===== config.mk =====
export PLATFORM = sky130hd
export DESIGN_NAME = whack_score_engine
export DESIGN_NICKNAME = d
export VERILOG_FILES = /design/src/rtl/whack_score_engine.sv
export SDC_FILE = /design/constraint.sdc
export NUM_CORES = 1
export LEC_CHECK = 0
export ABC_AREA = 1
export BUFFER_PORTS_ARGS = -buffer_cell sky130_fd_sc_hd__buf_4
export CAP_MARGIN = 5
export CORE_MARGIN = 1.5
export CORE_UTILIZATION = 49
export DETAILED_ROUTE_END_ITERATION = 16
export PLACE_DENSITY = 0.81
export SYNTH_ARGS = -nofsm -noshare
export SYNTH_HDL_FRONTEND = slang
export SYNTH_SLANG_ARGS = --single-unit
export TNS_END_PERCENT = 10

===== constraint.sdc =====
create_clock -name clk -period 2.3 [get_ports clk]
set_input_delay 0.115 -clock clk [delete_from_list [all_inputs] [get_ports clk]]
set_output_delay 0.115 -clock clk [all_outputs]
set_load 0.05 [all_outputs]

===== src/rtl/whack_score_engine.sv =====
// whack_score_engine: whack-a-mole hit/miss scoring with streak bonus and IDLE/PLAY/PAUSE/OVER control
// ports: clk, key_esc (sync reset), key_space (start/pause), mole_valid/mole_pos (shown mole), btn (buttons)
//        score/misses/streak counters, hit_pulse/miss_pulse, state, win/lose, score_full/score_low flags
module whack_score_engine #(
  parameter int N_HOLES = 5,
  parameter int SCORE_W = 8,
  parameter int WIN_SCORE = 15,
  parameter int LOSE_MISSES = 5,
  parameter int BONUS_STREAK = 3,
  parameter int LOW_THRESH = 5,
  localparam int POS_W = $clog2(N_HOLES),
  localparam int MISS_W = $clog2(LOSE_MISSES + 1)
) (
  input  logic               clk,
  input  logic               key_esc,
  input  logic               key_space,
  input  logic               mole_valid,
  input  logic [POS_W-1:0]   mole_pos,
  input  logic [N_HOLES-1:0] btn,
  output logic [SCORE_W-1:0] score,
  output logic [MISS_W-1:0]  misses,
  output logic [3:0]         streak,
  output logic               hit_pulse,
  output logic               miss_pulse,
  output logic [1:0]         state,
  output logic               win,
  output logic               lose,
  output logic               score_full,
  output logic               score_low
);
  localparam logic [1:0] IDLE = 2'd0, PLAY = 2'd1, PAUSE = 2'd2, OVER = 2'd3;
  localparam logic [SCORE_W-1:0] SCORE_MAX = '1;
  logic [1:0] st, st_nx;
  logic [N_HOLES-1:0] btn_q, press;
  logic space_q, start, hit_lock, locked, eval, hit, miss, win_c, lose_c, done, done_nx;
  logic [POS_W-1:0] lock_pos;
  logic [SCORE_W:0] sum;
  logic [SCORE_W-1:0] score_nx;
  logic [MISS_W-1:0] misses_nx;
  logic [3:0] streak_nx;
  always_comb begin
    press = btn & ~btn_q;
    start = key_space & ~space_q;
    // the lock only guards the very mole that was hit
    locked = hit_lock && mole_valid && mole_pos == lock_pos;
    win_c = 32'(score) >= WIN_SCORE;
    lose_c = 32'(misses) >= LOSE_MISSES;
    done = win_c || lose_c;
    eval = st == PLAY && !done && |press;
    hit = eval && mole_valid && |(press & (N_HOLES'(1) << mole_pos)) && !locked;
    miss = eval && !hit;
    sum = {1'b0, score} + ((32'(streak) >= BONUS_STREAK) ? (SCORE_W+1)'(2) : (SCORE_W+1)'(1));
    score_nx = !hit ? score : sum[SCORE_W] ? SCORE_MAX : sum[SCORE_W-1:0];
    misses_nx = (miss && 32'(misses) < LOSE_MISSES) ? misses + MISS_W'(1) : misses;
    streak_nx = hit ? streak + {3'd0, streak != 4'd15} : miss ? 4'd0 : streak;
    // a start coinciding with the game-ending hit/miss must not pause the game
    done_nx = 32'(score_nx) >= WIN_SCORE || 32'(misses_nx) >= LOSE_MISSES;
  end
  always_comb begin
    st_nx = (st == IDLE && start) ? PLAY :
            (st == PLAY && done) ? OVER :
            (st == PLAY && start && !done_nx) ? PAUSE :
            (st == PAUSE && start) ? PLAY : st;
  end
  always_ff @(posedge clk) st <= key_esc ? IDLE : st_nx;
  always_ff @(posedge clk) begin
    btn_q <= btn;
    space_q <= key_space;
    if (key_esc) begin
      score <= '0;
      misses <= '0;
      streak <= '0;
      hit_lock <= 1'b0;
      lock_pos <= '0;
      hit_pulse <= 1'b0;
      miss_pulse <= 1'b0;
      win <= 1'b0;
      lose <= 1'b0;
    end else begin
      score <= score_nx;
      misses <= misses_nx;
      streak <= streak_nx;
      hit_lock <= hit || locked;
      lock_pos <= hit ? mole_pos : lock_pos;
      hit_pulse <= hit;
      miss_pulse <= miss;
      win <= (st == PLAY && done) ? win_c : win;
      lose <= (st == PLAY && done) ? !win_c : lose;
    end
  end
  always_comb begin
    state = st;
    score_full = score == SCORE_MAX;
    score_low = 32'(score) < LOW_THRESH;
  end
endmodule


==> reports/results.md <==
- Seq. cell area: 636 um2
- mean routed wirelength per cell: 12.0 um
- complex-gate fraction of the synthesized area: 0.0879
- wire length of the first global-routing pass: 7110 um
- result of the run: complete, no violations
- number of vias per cell after detailed routing: 5.01
- antenna violations before repair: 0
- element type at the critical path start: flip-flop
- clk sink count: 31
- proportion of layout cells with a drive suffix above 1: 0.294
- Period minus WS final: 2210 ps
- summed instance area of the synthesized netlist: 1790 um2
- leakage power summed over all cells: 0.00111 uW
- Post-Syn Nets: 276
- vias in the first global route: 1,633
- combinational family with the most area after synthesis: simple AND/OR/NAND/NOR gates
- Synth Instances: 257
- VDD IR max: 0.500 mV
- power share of the sequential group: 0.486
- antenna diode count: 0
- CP Class: flip-flop to flip-flop
- total via count after detailed routing: 1,779
- internal power consumption: 829 uW
- Top-Level Pins: 35
- simple-gate share of the synthesized area: 0.399
- capture point of the worst path: state[0]$_SDFFE_PP0P_
- Clock Root Buffer: clkbuf_4
- syn_area_per_cell: 6.98 um2
- Skew-Pair Late Insertion Delay: 350 ps
- final core utilization: 0.684
- worst clock skew on the final layout: 12.1 ps
- critical path arrival: 2450 ps
- Worst Hold Margin: 77.2 ps
- portion of the post-synthesis area used by sequential elements: 0.346
- Vert. Die Dim: 63.5 um
- total die area: 4030 um2
- final count of pins violating max slew: 0
- number of optimization iterations in the first detailed-route pass: 4
- headroom to the max-slew limit: 0.783
- share of total power consumed by net switching: 0.271
- multiplexer fraction of the synthesized cell area: 0
- total power after layout: 1140 uW
- Core Footprint: 3420 um2
- count of final hold-check violations: 0
- power density over cell area: 486 nW/um2
- Reg-to-Reg End: state[0]$_SDFFE_PP0P_
- largest net degree at the start of global routing: 20
- share of flip-flops with an asynchronous set or reset after synthesis: 0
- total CTS buffers: 5
- setup repair after global routing missed its margin: true
- maximum clock path buffer count: 2
- total congestion overflow: 0
- cell row count: 21
- number of unique standard cell types used by synthesis: 34
- placer's final routability congestion estimate: 0.857
- signed area change from the synthesized netlist to the final layout: 30.3%
- GRT Overall Usage: 0.226
- initial standard-cell utilization of the core: 0.525
- DRC violations left: 0
- register bit count reported by yosys: 31
- IO Port Bufs: 34
- portion of total power attributed to combinational logic: 0.148
- max-capacitance violation count: 0
- TritonCTS clock tree: done
- fraction of the cycle the final worst path needs: 0.963
- clock-pin slew on the worst setup and hold paths: 100 ps
- clock group share of total power: 0.366
- fin worst setup slack: 85.4 ps
- capturing element type of the critical path: flip-flop
- EDFF count, synth: 0
- DPL Wire Length: 3000 um
- Multi-input gate area: 1030 um2
- number of violations reported at the end of detailed-routing iteration 0: 100
- dominant synthesized flop cell: dfxtp_1
- largest driver fanout on the critical path: 4
- post-synthesis share of cell area spent on full adders, half adders and majority gates: 0.0530
- worst hold-check path type: input pin to flip-flop
- worst path required time: 2540 ps
- f_max: 452 MHz
- path depth of the worst reg2reg path: 15
- slew of the pin with the lowest slew margin: 323 ps
- die span in x: 63.5 um
- pre-CTS worst setup slack: 3.20 ps
- final antenna-violating net count: 0
- post-detailed-routing wire length: 4260 um
- final-layout fill cell count: 293
- setup violation total in the final timing report: 0
- H-tree levels: 2
- number of synthesis warnings: 0
- xor/xnor cell area share of the yosys netlist: 0.00976
- setup slack, reg-to-reg: 90 ps
- Worst Setup SP: streak[3]$_SDFFE_PP0P_
- final net count: 327
- Reg-to-Reg Start: streak[3]$_SDFFE_PP0P_
- switching pwr: 308 uW
[worst min path at each step]
stage / startpoint / endpoint / cells past startpoint
global placement: btn[3] / btn_q[3]$_DFF_P_ / 1
global route: key_esc / misses[1]$_SDFF_PP0_ / 2
CTS: key_esc / state[0]$_SDFFE_PP0P_ / 2
finish: key_esc / state[0]$_SDFFE_PP0P_ / 2
floorplan: btn[0] / btn_q[0]$_DFF_P_ / 0
detailed placement: btn[3] / btn_q[3]$_DFF_P_ / 1
[routing by layer]
layer	wire length, um	up-vias	global-route usage
li1	-	922	-
met1	1900	797	0.285
met2	2020	54	0.349
met3	278	6	0.0768
met4	59	0	0.103
met5	0	-	0
[Yosys cell counts, types with 2 or more instances]
cell,count,area share
nand2_1,56,0.12
a21oi_1,13,0.036
ha_1,6,0.042
nand3_2,3,0.017
o21ai_0,8,0.022
nor2_4,3,0.019
nor3_1,6,0.017
inv_1,38,0.079
or2_2,2,0.0070
nand4_1,9,0.031
a21oi_2,2,0.0098
inv_2,5,0.010
nor2_2,4,0.014
nor2_1,38,0.079
dfxtp_1,31,0.35
nand3_1,15,0.042
[placed cells by master (no fill, tap or decap), types with 2 or more instances in the layout]
cell,n
buf_4,42
nor2_1,35
clkbuf_4,5
nor3_1,6
dfxtp_4,4
nor2_4,3
nor2_2,7
inv_1,37
nand3_1,14
a21oi_2,3
ha_1,5
dfxtp_1,27
inv_2,6
nand3_2,4
nand2_2,3
nand4_1,9
or2_2,2
o21ai_0,8
a21oi_1,12
dlygate4sd3_1,6
nand2_1,54
[through the flow]
step                      instance area (um2)  instances  setup TNS, ps
after detailed placement                 2110        335              0
after global placement                   2110        335              0
after floorplan                          1810        257              0
after global routing                     2340        355           -180
after CTS                                2250        349              0
final                                    2340        355              0
[kinds of logic (layout without fill, tap and decap cells)]
family / after synthesis / after routing
simple gates: 144 / 144
buf+inv: 47 / 99
flops: 31 / 31
compound gates: 26 / 26
fa+ha+maj: 7 / 7
xor+xnor: 2 / 2
[registers in the layout, summed over array words and instances (netlist names)]
| register | cells |
|---|---|
| streak | 4 |
| lose | 1 |
| miss_pulse | 1 |
| hit_pulse | 1 |
| score | 8 |
| state | 2 |
| hit_lock | 1 |
| win | 1 |
| misses | 3 |
| lock_pos | 3 |
| space_q | 1 |
| btn_q | 5 |
[final cells by class]
cell class / count / share of cell area
Timing Repair Buffer: 48 / 0.161
Clock inverter: 3 / 0.0166
Tap cell: 46 / 0.0246
Inverter: 43 / 0.0691
Multi-Input combinational cell: 179 / 0.441
Sequential cell: 31 / 0.272
Clock buffer: 5 / 0.0161
[timing repair]
action | CTS | global route
gates resized for setup | 1 | 10
hold buffers | 6 | 0
endpoints found under the setup margin | 1 | 5
pin swaps | 0 | 5
hold endpoints to repair | 6 | 0
buffers inserted | 0 | 6
[worst max-delay path, stage by stage (launching register included)]
cell and delay (ps):
dfxtp_4 370, nor2_2 140, nand2_2 100, buf_4 140, fa_2 360, nand3_2 90
nor2_2 60, or2_2 280, nand4_1 120, nand2_1 70, nand2_1 60, inv_1 40
nand2_1 70, nand3_2 90, nand2_2 80, a21oi_2 50
[power groups by stage]
stage	Combinational [uW]	Clock [uW]	Sequential [uW]
after floorplan	92.0	0	582
final	168	416	552
after detailed placement	156	0	564
after CTS	165	423	552
after global placement	153	0	564
after global routing	188	456	554
No activity file was read; power rests on OpenSTA's default activity.
